$ cat src/rtl/fetch_unit.sv
// ============================================================================
// Module   : fetch_unit
// Purpose  : Program counter and branch-resolution stage. Drives the
//            instruction ROM address, resolves je/jne against three saved
//            target registers and the zero flag, sequences Start/Done and
//            counts executed cycles.
// Revision : 1.0 - initial release
// ============================================================================
`default_nettype none

module fetch_unit #(
    parameter int PC_W       = 10,
    parameter int START_ADDR = 0,
    parameter int CNT_W      = 16
) (
    input  logic             Clk,
    input  logic             Reset,
    input  logic             Start,
    input  logic             Ack,
    input  logic             JumpEqual,
    input  logic             JumpNotEqual,
    input  logic             OffsetEn,
    input  logic [1:0]       PCRegSelect,
    input  logic [7:0]       OffsetIn,
    input  logic             ZeroIn,
    input  logic             FlagWe,
    output logic [PC_W-1:0]  ProgAddr,
    output logic             Running,
    output logic             Done,
    output logic             ZeroFlag,
    output logic [CNT_W-1:0] CycleCount
);

    typedef enum logic [1:0] {
        ST_IDLE = 2'd0,
        ST_RUN  = 2'd1,
        ST_DONE = 2'd2
    } state_t;

    localparam logic [PC_W-1:0] C_START = PC_W'(START_ADDR);

    state_t           state_q, state_d;
    logic [PC_W-1:0]  pc_q, pc_d;
    logic [PC_W-1:0]  pcreg_q [1:3];
    logic [PC_W-1:0]  pcreg_d [1:3];
    logic             zero_q, zero_d;
    logic [CNT_W-1:0] cnt_q, cnt_d;
    logic             running_q, done_q;

    logic [PC_W-1:0]  pc_inc;
    logic [PC_W-1:0]  pc_off;
    logic [PC_W-1:0]  sel_target;
    logic             sel_nz;
    logic             do_save;

    // Address arithmetic; the offset is sign-extended and both sums wrap
    // naturally at PC_W bits.
    assign pc_inc = pc_q + PC_W'(1);
    assign pc_off = pc_q + {{(PC_W-8){OffsetIn[7]}}, OffsetIn};
    assign sel_nz = (PCRegSelect != 2'b00);

    // Saves only fire when no jump shares the cycle; a jump wins.
    assign do_save = sel_nz && !JumpEqual && !JumpNotEqual;

    // Target selection from the saved-PC bank (sel=00 never used as a target).
    always_comb begin
        sel_target = pcreg_q[1];
        case (PCRegSelect)
            2'b10:   sel_target = pcreg_q[2];
            2'b11:   sel_target = pcreg_q[3];
            default: sel_target = pcreg_q[1];
        endcase
    end

    // Next-state computation for FSM, PC, saved targets, flag and counter.
    always_comb begin
        state_d = state_q;
        pc_d    = pc_q;
        zero_d  = zero_q;
        cnt_d   = cnt_q;
        for (int i = 1; i <= 3; i++) begin
            pcreg_d[i] = pcreg_q[i];
        end

        case (state_q)
            ST_RUN: begin
                // Every RUN cycle counts, including the halting one.
                if (!(&cnt_q)) begin
                    cnt_d = cnt_q + CNT_W'(1);
                end
                if (Ack) begin
                    state_d = ST_DONE;
                end else begin
                    // Branches see the flag as it stood before this edge.
                    if (JumpEqual && sel_nz) begin
                        pc_d = zero_q ? sel_target : pc_inc;
                    end else if (JumpNotEqual && sel_nz) begin
                        pc_d = zero_q ? pc_inc : sel_target;
                    end else begin
                        pc_d = pc_inc;
                    end

                    for (int i = 1; i <= 3; i++) begin
                        if (do_save && (PCRegSelect == 2'(i))) begin
                            pcreg_d[i] = OffsetEn ? pc_off : pc_inc;
                        end
                    end

                    if (FlagWe) begin
                        zero_d = ZeroIn;
                    end
                end
            end
            default: begin
                // IDLE and DONE: only Start has any effect; PCregs survive.
                if (Start) begin
                    state_d = ST_RUN;
                    pc_d    = C_START;
                    zero_d  = 1'b0;
                    cnt_d   = '0;
                end
            end
        endcase
    end

    // State register with registered Running/Done decodes.
    always_ff @(posedge Clk or negedge Reset) begin
        if (!Reset) begin
            state_q   <= ST_IDLE;
            pc_q      <= '0;
            zero_q    <= 1'b0;
            cnt_q     <= '0;
            running_q <= 1'b0;
            done_q    <= 1'b0;
            for (int i = 1; i <= 3; i++) begin
                pcreg_q[i] <= '0;
            end
        end else begin
            state_q   <= state_d;
            pc_q      <= pc_d;
            zero_q    <= zero_d;
            cnt_q     <= cnt_d;
            running_q <= (state_d == ST_RUN);
            done_q    <= (state_d == ST_DONE);
            for (int i = 1; i <= 3; i++) begin
                pcreg_q[i] <= pcreg_d[i];
            end
        end
    end

    assign ProgAddr   = pc_q;
    assign Running    = running_q;
    assign Done       = done_q;
    assign ZeroFlag   = zero_q;
    assign CycleCount = cnt_q;

endmodule

`default_nettype wire

$ cat config.mk
export PLATFORM = sky130hd
export DESIGN_NAME = fetch_unit
export DESIGN_NICKNAME = d
export VERILOG_FILES = /design/src/rtl/fetch_unit.sv
export SDC_FILE = /design/constraint.sdc
export NUM_CORES = 1
export LEC_CHECK = 0
export BUFFER_PORTS_ARGS = -buffer_cell sky130_fd_sc_hd__buf_2
export CORE_ASPECT_RATIO = 1.1
export CORE_MARGIN = 4
export CORE_UTILIZATION = 52
export DETAILED_ROUTE_END_ITERATION = 10
export HOLD_SLACK_MARGIN = 0.15
export PLACE_DENSITY_LB_ADDON = 0.08
export SLEW_MARGIN = 5
export SYNTH_ARGS = -nofsm -noshare
export SYNTH_HDL_FRONTEND = slang
export SYNTH_SLANG_ARGS = --single-unit
$ cat constraint.sdc
create_clock -name Clk -period 2.2 [get_ports Clk]
set_input_delay 0 -clock Clk [delete_from_list [all_inputs] [get_ports Clk]]
set_output_delay 0 -clock Clk [all_outputs]
set_load 0.02 [all_outputs]
==> out/qor.yml <==
route:
  drt_iter0_drc: 177
  dr.pass1.iters: 4
  via_count: 3212
  viasPerCell: 5.94
  ant_nets: 0
  drc: 0
  wirelength_um: 9360
  post_drt_wl_per_cell_um: 17.3
floorplanning:
  core-area_mm2: 0.00671
  die_area_mm2: 0.00843
  initial_core_util_pct: 54.4
  rows: 31
  io_pins: 48
  die_h_um: 95.9
  die_width_um: 87.9
power:
  powerDensity_mw_per_mm2: 998
  ir_drop_mv: 0.658
  p_leak_nw: 2.19
yosys:
  async_flop_share_pct: 100
  syn_inst: 375
  syn_nets: 406
  ys.flop_type: "dfrtp_1"
  avgSynthCellArea_um2: 9.74
  synth.distinct_cells: 57
  synth_edf_count: 0
  ys_seq_area_share_pct: 41.8
  ys_warn_count: 0
  ys_seq_elements: 61
  synth_area_mm2: 0.00365
global_route:
  grt_max_degree: 33
  use_met2_pct: 41.5
  use_met1_pct: 29.7
  overflow: 0
  antenna_found_initial: 0
  gr-usage-met3_pct: 4.79
  grt.busiest_layer: "met2"
  first_global_vias: 3240
  grt_usage_pct: 24.0
  grt_first_pass_wirelength_um: 15600
outcome:
  status: "complete, no violations"
cells_and_area:
  nets: 485
  drive_gt1_share_pct: 29.6
  diodes: 0
  fin_util_pct: 67.6
  area_delta_synth_final_pct: 24.1
  finalInstanceArea_mm2: 0.00454
setup_path:
  cp.required_ns: 2.48
  cp_max_fo: 3
  cp-end-kind: "flip-flop"
  worstRegToRegCells: 7
  crit_type: "reg2reg"
  arrival_ns: 2.43
  cp-start-kind: "flip-flop"
sta:
  finalCritPeriodShare_pct: 97.6
  drv_slew: 0
  hold_viol: 0
  fmax_mhz: 466
  worst_pin_slew_ns: 0.717
  fin_skew_ns: 0.00928
  setup_ws_ns: 0.0533
  fin_hold_ws_ns: 0.165
  relSlewSlack_pct: 52.2
  min_period_ns: 2.15
  finalSetupViolCount: 0
clock_tree:
  clock_path_buffers: 2
  cts_buffers: 9
  worstSkewPairLatency_ns: 0.34
  cts_tree: "done"
  cts_sinks: 61
  htreeDepth: 3
  ctsRootBufferMaster: "clkbuf_8"
  clk_pin_slew_ns: 0.08
worst_hold_path:
  hold_class: "in2reg"
  min_path_cells: 4
place:
  post-dp-hpwl_um: 6690
  dp_slack_ns: -0.0204
  dpl-instance-area_mm2: 0.00414
  gp_congestion: 0.841
  portBuffers: 47
run:
  max_cap_violations: 0
## metrics by stage
| step | TNS [ns] | power (mW) | instances |
|---|---|---|---|
| 6_report | 0 | 4.53 | 541 |
| 5_1_grt | -0.0165 | 4.86 | 541 |
| 4_1_cts | 0 | 4.47 | 539 |
| 3_5_place_dp | -0.0359 | 3.30 | 516 |
| 3_3_place_gp | 0 | 3.26 | 516 |
| 2_1_floorplan | 0 | 2.77 | 375 |
## registers in the layout, indices dropped and copies added (netlist names)
| register | cells |
|---|---|
| Running | 1 |
| pcreg_q | 30 |
| Done | 1 |
| CycleCount | 16 |
| ProgAddr | 10 |
| ZeroFlag | 1 |
| state_q | 2 |
## Yosys cell counts (2+ instances only)
| cell | n | area share (%) |
|---|---|---|
| nor2_1 | 23 | 2.4 |
| xnor2_1 | 8 | 1.9 |
| xor2_1 | 6 | 1.4 |
| nor3_1 | 2 | 0.27 |
| nand2b_1 | 7 | 1.2 |
| and3_1 | 4 | 0.68 |
| o21ai_0 | 30 | 4.1 |
| o31a_1 | 3 | 0.72 |
| o41ai_1 | 3 | 0.72 |
| a22o_1 | 12 | 2.9 |
| o211ai_1 | 12 | 2.5 |
| o31ai_1 | 12 | 2.5 |
| nor4_1 | 3 | 0.51 |
| a31oi_1 | 2 | 0.34 |
| dfrtp_1 | 61 | 42 |
| nand4_1 | 7 | 1.2 |
| mux2i_1 | 14 | 3.8 |
| and2_1 | 2 | 0.34 |
| nand2_1 | 46 | 4.7 |
| ha_1 | 11 | 3.8 |
| nand3_1 | 9 | 1.2 |
| clkbuf_1 | 14 | 1.4 |
| a211oi_1 | 5 | 1.0 |
| buf_6 | 2 | 0.62 |
| buf_2 | 2 | 0.27 |
| nor2b_1 | 2 | 0.34 |
| mux2_2 | 19 | 5.9 |
| a21o_1 | 3 | 0.62 |
| inv_1 | 7 | 0.72 |
| a21oi_1 | 14 | 1.9 |
| nand4b_1 | 4 | 0.96 |
## cells by family after synthesis
family	Yosys count	share of synthesized area (%)
adder cells (fa/ha/maj)	12	4.32
AO/OA/AOI/OAI	110	20.7
AND/OR/NAND/NOR	118	16.7
flip-flops	61	41.8
buffers and inverters	26	3.18
multiplexers	34	10.0
XOR/XNOR	14	3.36
## repair_timing
action                     CTS  global route
setup endpoints to repair    3            10
hold endpoints to repair    34             0
resized for setup            1            16
setup buffers                0             2
hold buffers                 7             0
pin swaps                    0             3
## path summary, 6_finish.rpt
check	start	endpoint	slack (ns)
max in group asynchronous	Reset	pcreg_q[29]$_DFFE_PN0P_	1.21
worst max register to register	ProgAddr[0]$_DFFE_PN0P_	pcreg_q[16]$_DFFE_PN0P_	0.05
worst min-delay path	OffsetIn[0]	pcreg_q[0]$_DFFE_PN0P_	0.16
min in group asynchronous	Reset	ProgAddr[1]$_DFFE_PN0P_	0.27
worst min register to register	pcreg_q[21]$_DFFE_PN0P_	pcreg_q[21]$_DFFE_PN0P_	0.48
worst max-delay path	ProgAddr[0]$_DFFE_PN0P_	pcreg_q[16]$_DFFE_PN0P_	0.05
## area by class of cell
cell class | instances | area (um^2)
inverters | 7 | 26.3
multi-input cells | 288 | 2100
clock inverters | 6 | 86.3
repair buffers | 87 | 553
flip-flops and latches | 61 | 1530
well taps | 82 | 103
fillers | 549 | 2170
clock buffers | 10 | 138
## cells in the final DEF, fill, tap and decap left out, types with 3 or more instances in the layout
| cell type | synthesis | layout |
|---|---|---|
| buf_2 | 2 | 47 |
| o211ai_1 | 12 | 12 |
| and3_1 | 4 | 4 |
| a21oi_1 | 14 | 13 |
| nand2b_1 | 7 | 7 |
| nand4_1 | 7 | 7 |
| o31a_1 | 3 | 3 |
| mux2_4 | 0 | 3 |
| o21ai_0 | 30 | 30 |
| dfrtp_1 | 61 | 60 |
| nand3_1 | 9 | 7 |
| xnor2_1 | 8 | 8 |
| clkbuf_8 | 0 | 10 |
| nor2_1 | 23 | 23 |
| dlygate4sd3_1 | 0 | 7 |
| a22o_1 | 12 | 12 |
| a21o_1 | 3 | 3 |
| mux2_2 | 19 | 16 |
| o31ai_1 | 12 | 12 |
| ha_1 | 11 | 9 |
| nand4b_1 | 4 | 4 |
| mux2i_1 | 14 | 13 |
| nand2_1 | 46 | 46 |
| o41ai_1 | 3 | 3 |
| xor2_1 | 6 | 6 |
| inv_1 | 7 | 7 |
| a211oi_1 | 5 | 4 |
| buf_4 | 0 | 33 |
## critical path, stage by stage (launching register included)
cell and delay [ns]:
dfrtp_2 0.43, ha_4 0.17, fa_2 0.35, nand3_2 0.10, a21boi_2 0.06, or4b_4 0.53, a32oi_4 0.27, mux2_4 0.19
## power breakdown
part           leakage [nW]  internal, mW  total (mW)  switching [mW]
sequential            0.814          1.44        1.65           0.208
clock                 0.112         0.666        1.13           0.459
combinational          1.27         0.781        1.75           0.969
## routing by layer
metal / vias up / part of all wire [%]
met5: - / 0
met4: 0 / 1.2
met3: 12 / 5.4
met2: 90 / 51
met1: 1552 / 43
li1: 1558 / -
Power figures use the tool's default switching activity.
